`config.mk`:
```
export PLATFORM = sky130hd
export DESIGN_NAME = controlador_hamming_flat
export DESIGN_NICKNAME = d
export VERILOG_FILES = /design/src/rtl/hamming_pkg.sv /design/src/rtl/controlador_hamming_if.sv /design/src/rtl/controlador_hamming_rotador_mux.sv /design/src/rtl/controlador_hamming.sv /design/src/flat_wrapper.sv
export SDC_FILE = /design/constraint.sdc
export NUM_CORES = 1
export LEC_CHECK = 0
export BUFFER_PORTS_ARGS = -buffer_cell sky130_fd_sc_hd__buf_2
export CAP_MARGIN = 0
export CORE_MARGIN = 8
export CORE_UTILIZATION = 56
export CTS_BUF_LIST = sky130_fd_sc_hd__clkbuf_4 sky130_fd_sc_hd__clkbuf_8 sky130_fd_sc_hd__clkbuf_16
export CTS_CLUSTER_SIZE = 12
export DETAILED_ROUTE_END_ITERATION = 8
export GPL_ROUTABILITY_DRIVEN = 0
export PLACE_DENSITY = 0.8
export SYNTH_ARGS = -nofsm -noshare
export SYNTH_HDL_FRONTEND = slang
export SYNTH_SLANG_ARGS = --single-unit
```
`constraint.sdc`:
```
create_clock -name reloj -period 3.2 [get_ports reloj]
set_clock_uncertainty 0.05 [all_clocks]
set_input_delay 0.64 -clock reloj [delete_from_list [all_inputs] [get_ports reloj]]
set_output_delay 0.64 -clock reloj [all_outputs]
set_load 0.05 [all_outputs]
```
`src/rtl/hamming_pkg.sv`:
```
// Shared definitions for the Hamming SEC/DED chain: widths, display-mux codes and
// the sequencer state type.
package hamming_pkg;

  localparam int unsigned DATO_W    = 4;
  localparam int unsigned PALABRA_W = 8;

  localparam logic [1:0] MUX_CORR = 2'b01;
  localparam logic [1:0] MUX_RX   = 2'b10;
  localparam logic [1:0] MUX_SIND = 2'b11;

  typedef enum logic [2:0] {
    REPOSO  = 3'd0,
    CARGA   = 3'd1,
    ESPERA  = 3'd2,
    CAPTURA = 3'd3,
    MOSTRAR = 3'd4
  } estado_t;

  // 00 is not a valid display mode; it falls back to the corrected-data view.
  function automatic logic [1:0] sel_a_mux(input logic [1:0] sel);
    return (sel == 2'b00) ? MUX_CORR : sel;
  endfunction

  function automatic logic [1:0] mux_siguiente(input logic [1:0] m);
    case (m)
      MUX_CORR: return MUX_RX;
      MUX_RX:   return MUX_SIND;
      default:  return MUX_CORR;
    endcase
  endfunction

endpackage

```
`src/rtl/controlador_hamming_if.sv`:
```
// Bundle of host-side controls and datapath connections of the Hamming sequencer.
// master = host/datapath side, slave = the sequencer.
interface controlador_hamming_if
  import hamming_pkg::*;
#(
  parameter int unsigned CNT_W = 8
);
  logic                 inicio;
  logic [DATO_W-1:0]    dato_in;
  logic [PALABRA_W-1:0] rx_in;
  logic                 modo_auto;
  logic [1:0]           sel_manual;
  logic                 simplerror_detectado;
  logic                 doblerror_detectado;
  logic [DATO_W-1:0]    corregido;
  logic [DATO_W-1:0]    dato_entrada;
  logic [PALABRA_W-1:0] dato_error;
  logic [1:0]           e_mux;
  logic                 ocupado;
  logic                 listo;
  logic [DATO_W-1:0]    resultado;
  logic                 led_doblerror;
  logic [CNT_W-1:0]     cnt_simple;
  logic [CNT_W-1:0]     cnt_doble;

  modport master (
    output inicio, dato_in, rx_in, modo_auto, sel_manual,
    output simplerror_detectado, doblerror_detectado, corregido,
    input  dato_entrada, dato_error, e_mux, ocupado, listo, resultado, led_doblerror,
    input  cnt_simple, cnt_doble
  );

  modport slave (
    input  inicio, dato_in, rx_in, modo_auto, sel_manual,
    input  simplerror_detectado, doblerror_detectado, corregido,
    output dato_entrada, dato_error, e_mux, ocupado, listo, resultado, led_doblerror,
    output cnt_simple, cnt_doble
  );

endinterface

```
`src/rtl/controlador_hamming_rotador_mux.sv`:
```
// Display mux scheduler: rotates 01->10->11 every T_ROTA cycles or follows a
// registered manual selection.
module rotador_mux
  import hamming_pkg::*;
#(
  parameter int unsigned T_ROTA = 50_000_000
) (
  input  logic       reloj,
  input  logic       reset,
  input  logic       arranque_i,
  input  logic       en_i,
  input  logic       modo_auto_i,
  input  logic [1:0] sel_manual_i,
  output logic [1:0] e_mux_o
);

  localparam int unsigned TimerW = (T_ROTA > 1) ? $clog2(T_ROTA) : 1;
  localparam logic [TimerW-1:0] TimerMax = TimerW'(T_ROTA - 1);

  logic [TimerW-1:0] timer_q, timer_d;
  logic [1:0]        e_mux_q, e_mux_d;
  logic              modo_q;

  always_comb begin
    timer_d = timer_q;
    e_mux_d = e_mux_q;
    if (arranque_i) begin
      timer_d = '0;
      e_mux_d = modo_auto_i ? MUX_CORR : sel_a_mux(sel_manual_i);
    end else if (en_i) begin
      if (!modo_auto_i) begin
        timer_d = '0;
        e_mux_d = sel_a_mux(sel_manual_i);
      end else if (!modo_q) begin
        // Returning from manual mode restarts the rotation from the beginning.
        timer_d = '0;
        e_mux_d = MUX_CORR;
      end else if (timer_q == TimerMax) begin
        timer_d = '0;
        e_mux_d = mux_siguiente(e_mux_q);
      end else begin
        timer_d = timer_q + TimerW'(1);
      end
    end
  end

  always_ff @(posedge reloj or posedge reset) begin
    if (reset) begin
      timer_q <= '0;
      e_mux_q <= MUX_CORR;
      modo_q  <= 1'b0;
    end else begin
      timer_q <= timer_d;
      e_mux_q <= e_mux_d;
      modo_q  <= modo_auto_i;
    end
  end

  assign e_mux_o = e_mux_q;

endmodule

```
`src/rtl/controlador_hamming.sv`:
```
// Transaction sequencer for the Hamming encode/decode/correct datapath: drives one
// word pair, waits the datapath latency, captures results and keeps error counts.
module controlador_hamming
  import hamming_pkg::*;
#(
  parameter int unsigned LATENCIA = 3,
  parameter int unsigned T_ROTA   = 50_000_000,
  parameter int unsigned CNT_W    = 8
) (
  input  logic                  reloj,
  input  logic                  reset,
  controlador_hamming_if.slave  bus
);

  estado_t              estado_q, estado_d;
  logic [3:0]           espera_q, espera_d;
  logic [DATO_W-1:0]    dato_entrada_q, dato_entrada_d;
  logic [PALABRA_W-1:0] dato_error_q, dato_error_d;
  logic [DATO_W-1:0]    resultado_q, resultado_d;
  logic                 led_q, led_d;
  logic [CNT_W-1:0]     cnt_simple_q, cnt_simple_d;
  logic [CNT_W-1:0]     cnt_doble_q, cnt_doble_d;
  logic                 listo_q;

  always_comb begin
    estado_d       = estado_q;
    espera_d       = espera_q;
    dato_entrada_d = dato_entrada_q;
    dato_error_d   = dato_error_q;
    resultado_d    = resultado_q;
    led_d          = led_q;
    cnt_simple_d   = cnt_simple_q;
    cnt_doble_d    = cnt_doble_q;
    unique case (estado_q)
      REPOSO, MOSTRAR: begin
        if (bus.inicio) begin
          estado_d       = CARGA;
          dato_entrada_d = bus.dato_in;
          dato_error_d   = bus.rx_in;
        end
      end
      CARGA: begin
        espera_d = 4'(LATENCIA - 1);
        estado_d = ESPERA;
      end
      ESPERA: begin
        if (espera_q == 4'd0) estado_d = CAPTURA;
        else                  espera_d = espera_q - 4'd1;
      end
      CAPTURA: begin
        resultado_d = bus.corregido;
        led_d       = bus.doblerror_detectado;
        // A double error hides any single-error flag; only one counter moves.
        if (bus.doblerror_detectado) begin
          if (cnt_doble_q != '1) cnt_doble_d = cnt_doble_q + CNT_W'(1);
        end else if (bus.simplerror_detectado) begin
          if (cnt_simple_q != '1) cnt_simple_d = cnt_simple_q + CNT_W'(1);
        end
        estado_d = MOSTRAR;
      end
      default: estado_d = REPOSO;
    endcase
  end

  always_ff @(posedge reloj or posedge reset) begin
    if (reset) begin
      estado_q       <= REPOSO;
      espera_q       <= '0;
      dato_entrada_q <= '0;
      dato_error_q   <= '0;
      resultado_q    <= '0;
      led_q          <= 1'b0;
      cnt_simple_q   <= '0;
      cnt_doble_q    <= '0;
      listo_q        <= 1'b0;
    end else begin
      estado_q       <= estado_d;
      espera_q       <= espera_d;
      dato_entrada_q <= dato_entrada_d;
      dato_error_q   <= dato_error_d;
      resultado_q    <= resultado_d;
      led_q          <= led_d;
      cnt_simple_q   <= cnt_simple_d;
      cnt_doble_q    <= cnt_doble_d;
      listo_q        <= (estado_q == CAPTURA);
    end
  end

  rotador_mux #(
    .T_ROTA (T_ROTA)
  ) u_rotador (
    .reloj        (reloj),
    .reset        (reset),
    .arranque_i   (estado_q == CAPTURA),
    .en_i         (estado_q == MOSTRAR),
    .modo_auto_i  (bus.modo_auto),
    .sel_manual_i (bus.sel_manual),
    .e_mux_o      (bus.e_mux)
  );

  assign bus.dato_entrada  = dato_entrada_q;
  assign bus.dato_error    = dato_error_q;
  assign bus.resultado     = resultado_q;
  assign bus.led_doblerror = led_q;
  assign bus.cnt_simple    = cnt_simple_q;
  assign bus.cnt_doble     = cnt_doble_q;
  assign bus.listo         = listo_q;
  assign bus.ocupado       = (estado_q == CARGA) || (estado_q == ESPERA) || (estado_q == CAPTURA);

endmodule

```
`src/flat_wrapper.sv`:
```
// flat-port wrapper written by rule: the top's interface ports become plain ports
module controlador_hamming_flat import hamming_pkg::*;
#(
  parameter int unsigned LATENCIA = 3,
  parameter int unsigned T_ROTA   = 50_000_000,
  parameter int unsigned CNT_W    = 8
)
  (reloj, reset, bus_inicio, bus_dato_in, bus_rx_in, bus_modo_auto, bus_sel_manual, bus_simplerror_detectado, bus_doblerror_detectado, bus_corregido, bus_dato_entrada, bus_dato_error, bus_e_mux, bus_ocupado, bus_listo, bus_resultado, bus_led_doblerror, bus_cnt_simple, bus_cnt_doble);
  controlador_hamming_if #(.CNT_W(CNT_W)) bus_i ();
  input  logic reloj;
  input  logic reset;
  input wire logic [$bits(bus_i.inicio)-1:0] bus_inicio;
  input wire logic [$bits(bus_i.dato_in)-1:0] bus_dato_in;
  input wire logic [$bits(bus_i.rx_in)-1:0] bus_rx_in;
  input wire logic [$bits(bus_i.modo_auto)-1:0] bus_modo_auto;
  input wire logic [$bits(bus_i.sel_manual)-1:0] bus_sel_manual;
  input wire logic [$bits(bus_i.simplerror_detectado)-1:0] bus_simplerror_detectado;
  input wire logic [$bits(bus_i.doblerror_detectado)-1:0] bus_doblerror_detectado;
  input wire logic [$bits(bus_i.corregido)-1:0] bus_corregido;
  output wire logic [$bits(bus_i.dato_entrada)-1:0] bus_dato_entrada;
  output wire logic [$bits(bus_i.dato_error)-1:0] bus_dato_error;
  output wire logic [$bits(bus_i.e_mux)-1:0] bus_e_mux;
  output wire logic [$bits(bus_i.ocupado)-1:0] bus_ocupado;
  output wire logic [$bits(bus_i.listo)-1:0] bus_listo;
  output wire logic [$bits(bus_i.resultado)-1:0] bus_resultado;
  output wire logic [$bits(bus_i.led_doblerror)-1:0] bus_led_doblerror;
  output wire logic [$bits(bus_i.cnt_simple)-1:0] bus_cnt_simple;
  output wire logic [$bits(bus_i.cnt_doble)-1:0] bus_cnt_doble;
  assign bus_i.inicio = bus_inicio;
  assign bus_i.dato_in = bus_dato_in;
  assign bus_i.rx_in = bus_rx_in;
  assign bus_i.modo_auto = bus_modo_auto;
  assign bus_i.sel_manual = bus_sel_manual;
  assign bus_i.simplerror_detectado = bus_simplerror_detectado;
  assign bus_i.doblerror_detectado = bus_doblerror_detectado;
  assign bus_i.corregido = bus_corregido;
  assign bus_dato_entrada = bus_i.dato_entrada;
  assign bus_dato_error = bus_i.dato_error;
  assign bus_e_mux = bus_i.e_mux;
  assign bus_ocupado = bus_i.ocupado;
  assign bus_listo = bus_i.listo;
  assign bus_resultado = bus_i.resultado;
  assign bus_led_doblerror = bus_i.led_doblerror;
  assign bus_cnt_simple = bus_i.cnt_simple;
  assign bus_cnt_doble = bus_i.cnt_doble;
  controlador_hamming #(.LATENCIA(LATENCIA), .T_ROTA(T_ROTA), .CNT_W(CNT_W)) u_core (.reloj(reloj), .reset(reset), .bus(bus_i));
endmodule
```
# Yosys cells after proc, flatten, opt, wreduce, memory -nomap -nowiden
# Cells that the tools add are included.
# totals
word_cells,62
regBits,70
inputBits,24
output_inout_bits,37
# classes
n_reduce_logical,14
n_addsub,4
bitwise,1
eq_ne,13
mux,18
# ops
cell,count
two-way mux 26 bit,5
"adder 26 x 1 -> 26 bit, second input constant",1
"== test 26 bit, second input constant",1
"adder 8 x 1 -> 8 bit, second input constant",2
"!= test 8 bit, second input constant",2
two-way mux 2 bit,7
case mux 3 bit (4 select lines),1
case mux 4 bit (2 select lines),1
AND reduction 2 bit,4
"== test 3 x 2 -> 1 bit, second input constant",2
two-way mux 3 bit,2
zero test 4 bit,1
two-way mux 4 bit,1
"!= test 2 bit, second input constant",2
"!= test 4 x 3 -> 1 bit, second input constant",1
case mux 2 bit (2 select lines),1
AND reduction 4 bit,1
nonzero test 2 bit,2
"subtractor 4 x 1 -> 4 bit, second input constant",1
"== test 3 x 1 -> 1 bit, second input constant",1
"== test 3 bit, second input constant",1
zero test 3 bit,1
AND reduction 3 bit,1
"== test 2 x 1 -> 1 bit, second input constant",1
6 further kinds,7

# Longest topological paths before layout
# depth
ltp_word,7
ltp_mapped,8
depth_no_buf,6

# By module
# From an unflattened synthesis, not the netlist that was laid out.
# unflattened
hier_cells,334
hier_area_um2,3452.1
# by_module_without_submodules
module,seq_area_each_um2,cells_each,area_each_um2,instances
controlador_hamming,1026.0,166,1874.3,1
rotador_mux,726.9,168,1577.8,1

# Worst setup path after synthesis
# Ideal clock, no wire load.
# synth_path
path_kind,reg2reg
startpoint,"reg u_core.cnt_simple_q[0], in the netlist u_core.bus.cnt_simple[0]"
endpoint,"reg u_core.cnt_simple_q[5], in the netlist u_core.bus.cnt_simple[5]"
setup_ps,141
arrival_time_ps,1938
path_buffers,0
synth_period_minus_slack_ps,2129
path_slack_ps,1071
stages_incl_launch_ff,6
required_time_ps,3009
cell_sequence,dfrtp_1 -> ha_1 -> and2_1 -> a2111oi_0 -> nand4_1 -> xnor2_1
# synth_via
elab_chain_len,2
# synth_lines
element,line_no,text
"start, declared",controlador_hamming.sv:21,"logic [CNT_W-1:0] cnt_simple_q, cnt_simple_d;"
"start signal, assigned",controlador_hamming.sv:83,cnt_simple_q <= cnt_simple_d;
"parallel branches: the longest is 2 deep, another holds adder 8 x 1 -> 8 bit",-,
# Several ways; the timed one is not identified.
# A chain may end at the register's enable or synchronous reset.

# Worst setup path after layout
# layout_path
startpoint,reg u_core.estado_q[0]
endpoint,reg u_core.u_rotador.timer_q[20]
# layout_via
elab_chain_len,2
# layout_lines
element,line_no,text
"start, declared",controlador_hamming.sv:15,"estado_t estado_q, estado_d;"
"start signal, assigned",controlador_hamming.sv:77,estado_q <= estado_d;
== test 3 x 2 -> 1 bit *,controlador_hamming.sv:94,".arranque_i (estado_q == CAPTURA),"
via u_core.u_rotador.arranque_i,controlador_hamming_rotador_mux.sv:10,"input logic arranque_i,"
two-way mux 26 bit / nonzero test 2 bit (equally long branches),-,
"end signal, assigned",controlador_hamming_rotador_mux.sv:53,timer_q <= timer_d;
"end, declared",controlador_hamming_rotador_mux.sv:20,"logic [TimerW-1:0] timer_q, timer_d;"
# The timed path passes the listed nets; every way through them passes the cells marked *.

==> results.json <==
{
  "path_max_fanout": 12,
  "clk_pin_slew_ns": 0.07,
  "mostFrequentLayoutCells": "dfrtp_1 (69), buf_2 (60), nand2_1 (31)",
  "ctsHtreeMaxLevel": 3,
  "relSlewSlack_pct": 36.3,
  "route.detailed.drc": 0,
  "critPathKind": "flip-flop to flip-flop",
  "syn-cell-area_sq_um": 3440,
  "synth_seq_area_share_pct": 51.0,
  "grt.total_usage_pct": 18.8,
  "synthXorXnorAreaFrac_pct": 6.12,
  "syn_inst": 322,
  "cts-resized-gates": 0,
  "synthMuxAreaShare_pct": 5.21,
  "p_leak_nw": 1.92,
  "finalInstanceArea_sq_um": 4060,
  "via_count": 2766,
  "die-width_um": 94.3,
  "dpl_cell_area_sq_um": 3810,
  "io_pins": 61,
  "clock_path_buffers": 2,
  "nNetsFinal": 414,
  "routed_via_density": 5.96,
  "outcome": "finished, final reports clean",
  "drtAntennaViolNets": 0,
  "ir_drop_mv": 0.559,
  "p_total_mw": 3.68,
  "routed_wl_mm": 7.77,
  "rsz0062_at_grt": "no",
  "ys_seq_elements": 70,
  "drive_above_1_share_pct": 27.2,
  "hold_ws_ns": 0.305,
  "slowest_stage": "a21oi_1",
  "fin_tns_setup_ns": 0,
  "max_cap_violations": 0,
  "cts_tree": "yes",
  "synth_edf_count": 0,
  "fin_crit_ns": 2.45,
  "first_iter_violations": 237,
  "clk_latency_ns": 0.35,
  "synth-compound-area-share_pct": 10.6,
  "path_cells": "nand3b_1, inv_1, a21oi_1, nor4_1, xnor2_1, nor2_1",
  "nFillCells": 428,
  "async_flop_share_pct": 100,
  "cts_hold_buf": 0,
  "antenna_cells": 0,
  "grt_pass1_wl_mm": 13.1,
  "avgSynthCellArea_sq_um": 10.7,
  "postCtsSetupBuffers": 0,
  "cts-root-buf": "clkbuf_8",
  "crit_buf_inv": 1,
  "grt_use_met1_pct": 23.5,
  "antenna_found_initial": 0,
  "synth_top_family_by_area": "simple AND/OR/NAND/NOR gates",
  "grt_pass1_vias": 2603,
  "yosysUniqueCellTypes": 50,
  "overflow": 0,
  "min_path_type": "input port to async pin",
  "hold_viol": 0,
  "yosysTopAreaCell": "dfrtp_1",
  "synth_top_area_share_pct": 50.2,
  "setup_violations": 0,
  "p_per_area_nw_per_um2": 906,
  "start_kind": "flip-flop",
  "ys.flop_type": "dfrtp_1",
  "crit_path_end_kind": "flip-flop",
  "synth_fa_ha_area_share_pct": 2.18,
  "numCtsBuffers": 9,
  "syn-num-nets": 352,
  "initial_core_util_pct": 58.1,
  "fp.coreArea_sq_um": 5920,
  "syn2layout_area_growth_pct": 18.1,
  "critPathMaxStageDelay_ns": 0.77,
  "use_met2_pct": 30.4,
  "cts.sinks": 70,
  "dieArea_sq_um": 8900,
  "synthTopCellsByArea": "dfrtp_1 (50%), mux2_2 (4.9%), nand2_1 (3.4%)",
  "synth-simple-area-share_pct": 22.4,
  "max_slew.worst_pin.slew_ns": 0.955,
  "use_met3_pct": 5.56,
  "critPathTopFamily": "compound AO/OA/AOI/OAI gates",
  "busiest_layer": "met2",
  "critPathRequiredTime_ns": 3.38,
  "wl_per_cell_um": 16.8,
  "place_hpwl_mm": 5.45,
  "row_count": 28,
  "utilization_pct": 68.6,
  "drv_slew": 0,
  "grt_max_degree": 71,
  "port_buffers": 60,
  "max_freq_mhz": 408,
  "layout_commonest_cell": "dfrtp_1",
  "ys_warn_count": 0,
  "firstDrtPassIters": 4,
  "die_h_um": 94.3,
  "cp.arrival_ns": 2.62,
  "min_period_over_period_pct": 76.5
}
[worst reg2reg max path, cell delays in order (launching register included)]
cell      delay [ns]
dfrtp_1         0.49
nand3b_1        0.41
inv_1           0.19
a21oi_1         0.77
nor4_1          0.18
xnor2_1         0.18
nor2_1          0.05
[cells by family (layout without fill, tap and decap cells)]
logic type | after synthesis | in the layout
AOI/OAI and AO/OA | 52 | 52
xor gates and xnor gates | 24 | 24
adders and majority gates | 6 | 6
buffers and inverters | 21 | 88
DFF | 70 | 70
muxes | 16 | 16
and+or+nand+nor | 133 | 133
[synth_stat cells, types with 7 or more instances]
cell type,instances
dfrtp_1,69
nand2_1,31
nand3_1,22
a31oi_1,16
nor2_1,16
a21oi_1,15
mux2_2,15
nand4_1,15
xnor2_1,12
xor2_1,12
and3_1,10
inv_1,9
clkbuf_1,7
[metrics by stage]
stage | setup WS [ns] | instances
after global routing | 0.492 | 464
after global placement | 0.843 | 448
final | 0.752 | 464
after detailed placement | 0.787 | 448
after floorplan | 0.743 | 322
after CTS | 0.765 | 464
[sequential cells by signal, summed over array words and instances (netlist names), 2 cells and up]
signal                    cells
u_core.bus.cnt_doble          8
u_core.bus.cnt_simple         8
u_core.bus.dato_entrada       4
u_core.bus.dato_error         8
u_core.bus.resultado          4
u_core.espera_q               4
u_core.estado_q               3
u_core.u_rotador.e_mux_o      2
u_core.u_rotador.timer_q     26
[area by class of cell]
cell class	instances	area, sq um	area share, %
multi-input combinational	231	1600	39.4
inverter	9	33.8	0.832
sequential	70	1750	43.2
tap	75	93.8	2.31
clock inverter	6	109	2.68
clock buffer	10	138	3.39
timing repair buffer	63	335	8.26
[report_power, final]
| group | total [mW] | internal [mW] | switching (mW) |
|---|---|---|---|
| clock | 0.878 | 0.537 | 0.340 |
| combinational | 1.49 | 0.424 | 1.07 |
| sequential | 1.31 | 1.11 | 0.196 |
[layer usage]
| layer | vias up | wire length [um] | part of all wire (%) |
|---|---|---|---|
| li1 | 1307 | - | - |
| met1 | 1360 | 3310 | 43 |
| met2 | 85 | 3850 | 49 |
| met3 | 14 | 483 | 6.2 |
| met4 | 0 | 131 | 1.7 |
| met5 | - | 0 | 0 |
[final timing paths]
path,startpoint,cells past startpoint,slack (ns),end
hold / removal,reset,3,0.30,u_core.bus.dato_error[7]
max in group asynchronous,reset,3,2.47,u_core.u_rotador.e_mux_o[0]
min in group reloj,bus_modo_auto,1,0.42,u_core.u_rotador.modo_q
hold reg to reg,u_core.bus.cnt_simple[5],1,0.43,u_core.bus.cnt_simple[5]
setup / recovery,u_core.estado_q[0],6,0.75,u_core.u_rotador.timer_q[20]
setup reg to reg,u_core.estado_q[0],6,0.75,u_core.u_rotador.timer_q[20]
No activity file was read; power rests on OpenSTA's default activity.
